<file path="config.mk">
export PLATFORM = sky130hd
export DESIGN_NAME = alu_register_unit
export DESIGN_NICKNAME = d
export VERILOG_FILES = /design/src/rtl/alu_register_unit.sv
export SDC_FILE = /design/constraint.sdc
export NUM_CORES = 1
export LEC_CHECK = 0
export BUFFER_PORTS_ARGS = -buffer_cell sky130_fd_sc_hd__buf_4
export CORE_ASPECT_RATIO = 1.75
export CORE_MARGIN = 2
export CORE_UTILIZATION = 58
export CTS_BUF_LIST = sky130_fd_sc_hd__clkbuf_4 sky130_fd_sc_hd__clkbuf_8 sky130_fd_sc_hd__clkbuf_16
export DETAILED_ROUTE_END_ITERATION = 8
export PLACE_DENSITY_LB_ADDON = 0.15
export SYNTH_ARGS = -nofsm -noshare
export SYNTH_HDL_FRONTEND = slang
export SYNTH_SLANG_ARGS = --single-unit
export TNS_END_PERCENT = 10
</file>
<file path="constraint.sdc">
create_clock -name i_clock -period 9.15 [get_ports i_clock]
set_input_delay 1.83 -clock i_clock [delete_from_list [all_inputs] [get_ports i_clock]]
set_output_delay 1.83 -clock i_clock [all_outputs]
set_load 0.02 [all_outputs]
</file>
<file path="src/rtl/alu_register_unit.sv">
// Operand/result register stage: synchronised execute button drives a
// LATCH/EXEC/HOLD sequence that runs one of 16 ALU operations per press.
module alu_register_unit #(
   parameter int unsigned SYNC_STAGES = 2
) (
   input  logic       i_clock,
   input  logic       i_reset,
   input  logic       i_exec,
   input  logic [3:0] i_sel,
   input  logic [7:0] i_din,
   output logic [7:0] o_reg_a,
   output logic [7:0] o_reg_b,
   output logic [7:0] o_y,
   output logic       o_carry,
   output logic       o_zero,
   output logic       o_busy,
   output logic       o_done
);

   localparam int unsigned W = 8;

   localparam logic [3:0] OP_ADD  = 4'd0;
   localparam logic [3:0] OP_SUB  = 4'd1;
   localparam logic [3:0] OP_SHL  = 4'd2;
   localparam logic [3:0] OP_SHR  = 4'd3;
   localparam logic [3:0] OP_CMP  = 4'd4;
   localparam logic [3:0] OP_AND  = 4'd5;
   localparam logic [3:0] OP_OR   = 4'd6;
   localparam logic [3:0] OP_XOR  = 4'd7;
   localparam logic [3:0] OP_NAND = 4'd8;
   localparam logic [3:0] OP_NOR  = 4'd9;
   localparam logic [3:0] OP_XNOR = 4'd10;
   localparam logic [3:0] OP_INV  = 4'd11;
   localparam logic [3:0] OP_NEG  = 4'd12;
   localparam logic [3:0] OP_STO  = 4'd13;
   localparam logic [3:0] OP_SWP  = 4'd14;
   localparam logic [3:0] OP_LOAD = 4'd15;

   typedef enum logic [1:0] {S_IDLE, S_LATCH, S_EXEC, S_HOLD} state_t;

   state_t                 r_state, w_state_nxt;
   logic [SYNC_STAGES-1:0] r_sync;
   logic                   r_prev;
   logic                   w_sync, w_rise;

   logic [3:0]   r_op_sel;
   logic [W-1:0] r_op_din, r_op_a, r_op_b;
   logic [W-1:0] r_a, r_b, r_y;
   logic         r_carry, r_zero, r_busy, r_done;

   logic [W:0]   w_res;
   logic         w_upd_y;
   logic [W-1:0] w_a_nxt, w_b_nxt, w_y_nxt;
   logic         w_c_nxt, w_z_nxt, w_busy_nxt, w_done_nxt;

   assign w_sync = r_sync[SYNC_STAGES-1];
   assign w_rise = w_sync & ~r_prev;

   // Button synchroniser and edge-detect history
   always_ff @(posedge i_clock or posedge i_reset) begin
      if (i_reset) begin
         r_sync <= '0;
         r_prev <= 1'b0;
      end else begin
         r_sync <= {r_sync[SYNC_STAGES-2:0], i_exec};
         r_prev <= w_sync;
      end
   end

   always_ff @(posedge i_clock or posedge i_reset) begin
      if (i_reset) r_state <= S_IDLE;
      else         r_state <= w_state_nxt;
   end

   always_comb begin
      w_state_nxt = r_state;
      case (r_state)
         S_IDLE:  if (w_rise) w_state_nxt = S_LATCH;
         S_LATCH: w_state_nxt = S_EXEC;
         S_EXEC:  w_state_nxt = S_HOLD;
         S_HOLD:  if (!w_sync) w_state_nxt = S_IDLE;
         default: w_state_nxt = S_IDLE;
      endcase
   end

   // Result and next-register values from the captured operands
   always_comb begin
      w_res      = '0;
      w_upd_y    = 1'b1;
      w_a_nxt    = r_a;
      w_b_nxt    = r_b;
      w_y_nxt    = r_y;
      w_c_nxt    = r_carry;
      w_z_nxt    = r_zero;
      case (r_op_sel)
         OP_ADD:  w_res = {1'b0, r_op_a} + {1'b0, r_op_b};
         OP_SUB:  w_res = {1'b0, r_op_a} - {1'b0, r_op_b};
         OP_SHL:  w_res = {r_op_a, 1'b0};
         OP_SHR:  w_res = {r_op_a[0], 1'b0, r_op_a[W-1:1]};
         OP_CMP:  w_res = {(r_op_a < r_op_b),
                           (r_op_a > r_op_b) ? 8'h01 : ((r_op_a == r_op_b) ? 8'h00 : 8'hFF)};
         OP_AND:  w_res = {1'b0, r_op_a & r_op_b};
         OP_OR:   w_res = {1'b0, r_op_a | r_op_b};
         OP_XOR:  w_res = {1'b0, r_op_a ^ r_op_b};
         OP_NAND: w_res = {1'b0, ~(r_op_a & r_op_b)};
         OP_NOR:  w_res = {1'b0, ~(r_op_a | r_op_b)};
         OP_XNOR: w_res = {1'b0, ~(r_op_a ^ r_op_b)};
         OP_INV:  w_res = {1'b0, ~r_op_a};
         OP_NEG:  w_res = {(r_op_a != 8'h00), (~r_op_a) + 8'd1};
         OP_STO: begin
            w_upd_y = 1'b0;
            w_b_nxt = r_y;
         end
         OP_SWP: begin
            w_upd_y = 1'b0;
            w_a_nxt = r_op_b;
            w_b_nxt = r_op_a;
         end
         OP_LOAD: begin
            w_upd_y = 1'b0;
            w_a_nxt = r_op_din;
            w_b_nxt = r_op_a;
         end
         default: w_upd_y = 1'b0;
      endcase
      if (w_upd_y) begin
         w_y_nxt = w_res[W-1:0];
         w_c_nxt = w_res[W];
         w_z_nxt = (w_res[W-1:0] == '0);
      end
      w_busy_nxt = (w_state_nxt != S_IDLE);
      w_done_nxt = (r_state == S_EXEC);
   end

   // Operand capture in LATCH, architectural write on EXEC exit
   always_ff @(posedge i_clock or posedge i_reset) begin
      if (i_reset) begin
         r_op_sel <= '0;
         r_op_din <= '0;
         r_op_a   <= '0;
         r_op_b   <= '0;
         r_a      <= '0;
         r_b      <= '0;
         r_y      <= '0;
         r_carry  <= 1'b0;
         r_zero   <= 1'b1;
         r_busy   <= 1'b0;
         r_done   <= 1'b0;
      end else begin
         if (r_state == S_LATCH) begin
            r_op_sel <= i_sel;
            r_op_din <= i_din;
            r_op_a   <= r_a;
            r_op_b   <= r_b;
         end
         if (r_state == S_EXEC) begin
            r_a     <= w_a_nxt;
            r_b     <= w_b_nxt;
            r_y     <= w_y_nxt;
            r_carry <= w_c_nxt;
            r_zero  <= w_z_nxt;
         end
         r_busy <= w_busy_nxt;
         r_done <= w_done_nxt;
      end
   end

   assign o_reg_a = r_a;
   assign o_reg_b = r_b;
   assign o_y     = r_y;
   assign o_carry = r_carry;
   assign o_zero  = r_zero;
   assign o_busy  = r_busy;
   assign o_done  = r_done;

endmodule

</file>
Yosys cells after proc, flatten, opt, wreduce, memory -nomap -nowiden:

Cells that the tools add are included.

* add/sub/neg operators: 3
* $lt $le $gt $ge: 2
* eq/ne operators: 19
* mux-type cells: 8
* bitwise gates (word level): 10
* reductions and logical operators: 12

Operators by type and width (number)
* $pmux 9 s13: 1
* $eq 4x4->1 const B: 8
* $not 8->8: 4
* $pmux 8 s2: 2
* $eq 4x3->1 const B: 4
* $mux 8: 2
* $add 8x8->9: 1
* $sub 8x8->9: 1
* $add 8x1->8 const B: 1
* $and 8x8->8: 1
* $eq 4x2->1 const B: 2
* $eq 8x8->1: 1
* $gt 8x8->1: 1
* $logic_not 8->1: 1
* $lt 8x8->1: 1
* $or 8x8->8: 1
* $pmux 2 s4: 1
* $reduce_bool 8->1: 1
* $xor 8x8->8: 1
* $reduce_and 2->1: 3
* $reduce_bool 2->1: 3
* $eq 2x2->1 const B: 2
* $eq 4x1->1 const B: 1
* $logic_not 4->1: 1
* 7 further kinds: 9

* bits in registers: 61
* input bits: 15
* output and inout bits: 28
* word-level logic and storage cells: 68

Logic depth before layout (Yosys ltp):

* depth after elaboration: 5
* depth in mapped cells: 11
* gate-level depth less buffers: 11

Least setup slack after synthesis:

No wires, ideal clock.

* path type: register -> register
* from: reg r_op_a[2]
* to: reg r_zero, in the netlist o_zero
* setup time: 0.080 ns
* arrival: 2.938 ns
* data required time: 9.070 ns
* path slack: 6.132 ns
* cell stages (with the launch flop): 12
* buffers on the path: 2
* period minus slack after synthesis: 3.018 ns
* path through: dfrtp_1 clkbuf_1 inv_1 ha_1 clkbuf_1 nor3_1 a2111oi_0 o21bai_1 a21oi_1 mux2_2 and3_1 a32o_1

* word-level cells in the longest chain between the ends: 5
* elaborated cells between the ends (all ways): 16
* classes of those cells: add/sub: 3; order compare: 1; eq/ne: 1; mux: 3; bitwise: 7; reduce/logical: 1

RTL lines
* start: declaration: RTL line 47 `logic [W-1:0] r_op_din, r_op_a, r_op_b;`
* start signal: assignment: RTL line 153 `r_op_a <= r_a;`
* branches (longest 3 deep; another with $gt 8x8->1)
* $pmux 9 s13 *: RTL line 95 `case (r_op_sel)`
* $logic_not 8->1 *: RTL line 129 `w_z_nxt = (w_res[W-1:0] == '0);`
* end signal: assignment: RTL line 161 `r_zero <= w_z_nxt;`
* end: declaration: RTL line 49 `logic r_carry, r_zero, r_busy, r_done;`

Mark *: on every way between the ends.
A chain may end at the register's enable or synchronous reset.

Final worst setup path:

* from: reg r_op_a[2]
* to: reg r_y[5], in the netlist o_y[5]

* word-level cells in the longest chain between the ends: 4
* elaborated cells between the ends (all ways): 9
* classes of those cells: add/sub: 3; order compare: 1; eq/ne: 1; mux: 3; bitwise: 1

RTL lines
* branches (longest 3 deep; another with $gt 8x8->1)
* $pmux 9 s13 *: RTL line 95
* end signal: assignment: RTL line 159 `r_y <= w_y_nxt;`
* end: declaration: RTL line 48 `logic [W-1:0] r_a, r_b, r_y;`

Marks and branches as above.

==> reports/qor.yml <==
run_status:
  status: "finished, final reports clean"
floorplan:
  die_h_um: 117
  ios: 43
  initial_core_util_pct: 59.4
  die_x_um: 68.8
  core-area_mm2: 0.00718
  die_area_mm2: 0.00808
  rows: 41
synthesis:
  synth_top_area_share_pct: 35.2
  synth_area_leader_cell: "dfrtp_1"
  synth_area_mm2: 0.00427
  synth_fp_nets: 535
  async_reset_ff_share_pct: 100
  synthCells: 493
  ys_seq_area_share_pct: 35.8
  yosysMostFrequentCell: "dfrtp_1"
  synthTopCellsByArea: "dfrtp_1 35%, ha_1 7.3%, o21ai_0 6.1%"
  ys.flop_type: "dfrtp_1"
  yosys_warnings: 0
  synth_edf_count: 0
  synth_seq_cells: 61
  synth.distinct_cells: 69
  synthTopCellsByCount: "60 x dfrtp_1, 52 x nand2_1, 52 x o21ai_0"
  synth_area_per_cell_um2: 8.65
routing:
  first_pass_iters: 5
  drc: 0
  wl_per_cell_um: 21.0
  routed-via-count: 3929
  wl_mm: 12.9
  final_antenna_net_count: 0
  drt-vias-per-instance: 6.42
  drt_iter0_drc: 370
finish:
  finish.instance_area_mm2: 0.00491
  fillers: 591
  antennaDiodeCount: 0
  drive_gt1_share_pct: 19.8
  utilization_pct: 68.4
  area_growth_pct: 15.1
  final_nets: 563
grt:
  grt_start_max_net_pins: 62
  grt_pass1_vias: 3921
  gr-total-overflow: 0
  grt_usage_pct: 34.3
  grt_first_pass_wirelength_mm: 20.3
  antenna_found_initial: 0
sta:
  slew_headroom_pct: 17.5
  fmax_mhz: 275
  period_minus_slack_ns: 3.64
  setup_viol: 0
  layout_worst_path_cycle_share_pct: 39.8
  rsz0062_at_grt: "false"
  slew_viol_final: 0
  finalSetupTns_ns: 0
  finalHoldViolCount: 0
  fin_skew_ns: 0.00991
  tightestPinTransition_ns: 1.21
place:
  postPlaceCellArea_mm2: 0.00462
  dpl.hpwl_mm: 9.50
  place.gp.congestion: 0.942
  portBuffers: 42
critical_path:
  slowest_delay_ns: 1.06
  cpMaxStageDelayCell: "a2111oi_0"
  worst_path_most_repeated_cell: "a2111oi_0"
  cp_top_family: "compound AO/OA/AOI/OAI gates"
  crit_type: "register to register"
  cp_data_arrival_time_ns: 3.83
  crit_fanout: 11
  start_kind: "register"
  path_cells: "inv_1 > ha_1 > nor3_1 > a2111oi_0 > o221ai_1 > a2111oi_0 > o21ai_0"
  crit_buf_inv: 1
  cp.required_ns: 9.34
  end_kind: "register"
clock_tree:
  clk_pin_slew_ns: 0.06
  cts_max_path_buffers: 2
  ctsHoldBuffers: 0
  cts_root_buf: "clkbuf_16"
  cts_num_sinks: 61
  clock_latency_ns: 0.34
  cts_tree: "built"
  cts_resized: 0
  cts_buffers: 9
  post_cts_buffers: 0
  htree_num_levels: 3
power_and_ir_drop:
  ir_drop_mv: 0.268
  power.leakage_nw: 2.20
  pwr_density_cell_mw_per_mm2: 437
min_path:
  hold_path.class: "register to register"
run:
  cap_violations: 0
==> cell families (layout without fill, tap and decap cells) <==
logic type      count (synthesis)  after routing  synth area share [%]
compound gates                148            148                  22.3
xor+xnor                        5              5                  1.03
fa+ha+maj                      27             27                  8.27
buf+inv                        61             94                  5.60
flops                          61             61                  35.8
mux                            29             29                  7.89
simple gates                  162            162                  19.1
==> report_power, final <==
part	switching, mW	internal, mW
sequential	0.156	0.390
combinational	0.760	0.509
clock	0.122	0.209
total	1.04	1.11
==> layout make-up <==
cell class | count | area (um^2) | area share, %
inverters | 29 | 109 | 2.22
well taps | 86 | 108 | 2.19
multi-input cells | 371 | 2510 | 51.1
flip-flops and latches | 61 | 1530 | 31.1
clock inverters | 7 | 66.3 | 1.35
repair buffers | 49 | 368 | 7.49
clock buffers | 9 | 225 | 4.59
==> cells in the final DEF (no fill, tap or decap), types with 4 or more instances in the layout <==
| master | n |
|---|---|
| xnor2_1 | 4 |
| clkbuf_16 | 9 |
| a21o_1 | 6 |
| o21ai_0 | 52 |
| o21bai_1 | 4 |
| dfrtp_1 | 60 |
| inv_1 | 28 |
| clkinv_2 | 4 |
| nand2_1 | 52 |
| ha_1 | 25 |
| nand2b_1 | 7 |
| mux2i_1 | 10 |
| buf_4 | 49 |
| nor2_1 | 41 |
| a221oi_1 | 5 |
| a32oi_1 | 5 |
| nand3_1 | 11 |
| nor3_1 | 5 |
| nor2b_1 | 14 |
| nor3b_1 | 5 |
| mux2_2 | 17 |
| a21oi_1 | 34 |
| a211oi_1 | 5 |
| a31oi_1 | 5 |
==> state kept, by name (all words and copies together) (netlist names) <==
| register | count |
|---|---|
| o_reg_a | 8 |
| o_reg_b | 8 |
| o_y | 8 |
| r_op_a | 8 |
| r_op_b | 8 |
| r_op_din | 8 |
| r_op_sel | 4 |
| r_state | 2 |
| r_sync | 2 |
| o_busy | 1 |
| o_carry | 1 |
| o_done | 1 |
| o_zero | 1 |
| r_prev | 1 |
==> worst paths after layout <==
path                                       startpoint                     end  slack, ns  cells past startpoint
max in group asynchronous                     i_reset  o_reg_a[3]$_DFFE_PP0P_       6.94                      3
worst max-delay path            r_op_a[2]$_DFFE_PP0P_      o_y[5]$_DFFE_PP0P_       5.51                      7
worst max register to register  r_op_a[2]$_DFFE_PP0P_      o_y[5]$_DFFE_PP0P_       5.51                      7
min in group asynchronous                     i_reset     o_carry$_DFFE_PP0P_       1.72                      3
worst min-delay path              r_sync[0]$_DFF_PP0_     r_sync[1]$_DFF_PP0_       0.36                      0
worst min register to register    r_sync[0]$_DFF_PP0_     r_sync[1]$_DFF_PP0_       0.36                      0
==> through the flow <==
| stage | power, mW | hold slack [ns] | instances | worst slack [ns] |
|---|---|---|---|---|
| after floorplan | 1.39 | 0.331 | 493 | 5.81 |
| after global placement | 1.76 | 0.344 | 596 | 5.87 |
| after detailed placement | 1.78 | 0.348 | 596 | 5.70 |
| after CTS | 2.13 | 0.360 | 612 | 5.69 |
| after global routing | 2.28 | 0.373 | 612 | 5.14 |
| final | 2.15 | 0.358 | 612 | 5.51 |
==> routing by layer <==
layer	up-vias	GRT usage (%)	part of all wire (%)
li1	1815	-	-
met1	1880	42.8	39
met2	185	53.5	49
met3	49	6.04	5.2
met4	0	20.8	6.1
met5	-	0	0
==> worst register-to-register path, cell delays in order (launching register included) <==
cell       delay (ns)
dfrtp_1          0.53
inv_1            0.15
ha_1             0.54
nor3_1           0.11
a2111oi_0        1.06
o221ai_1         0.28
a2111oi_0        0.64
o21ai_0          0.19
No activity file was read; power rests on OpenSTA's default activity.
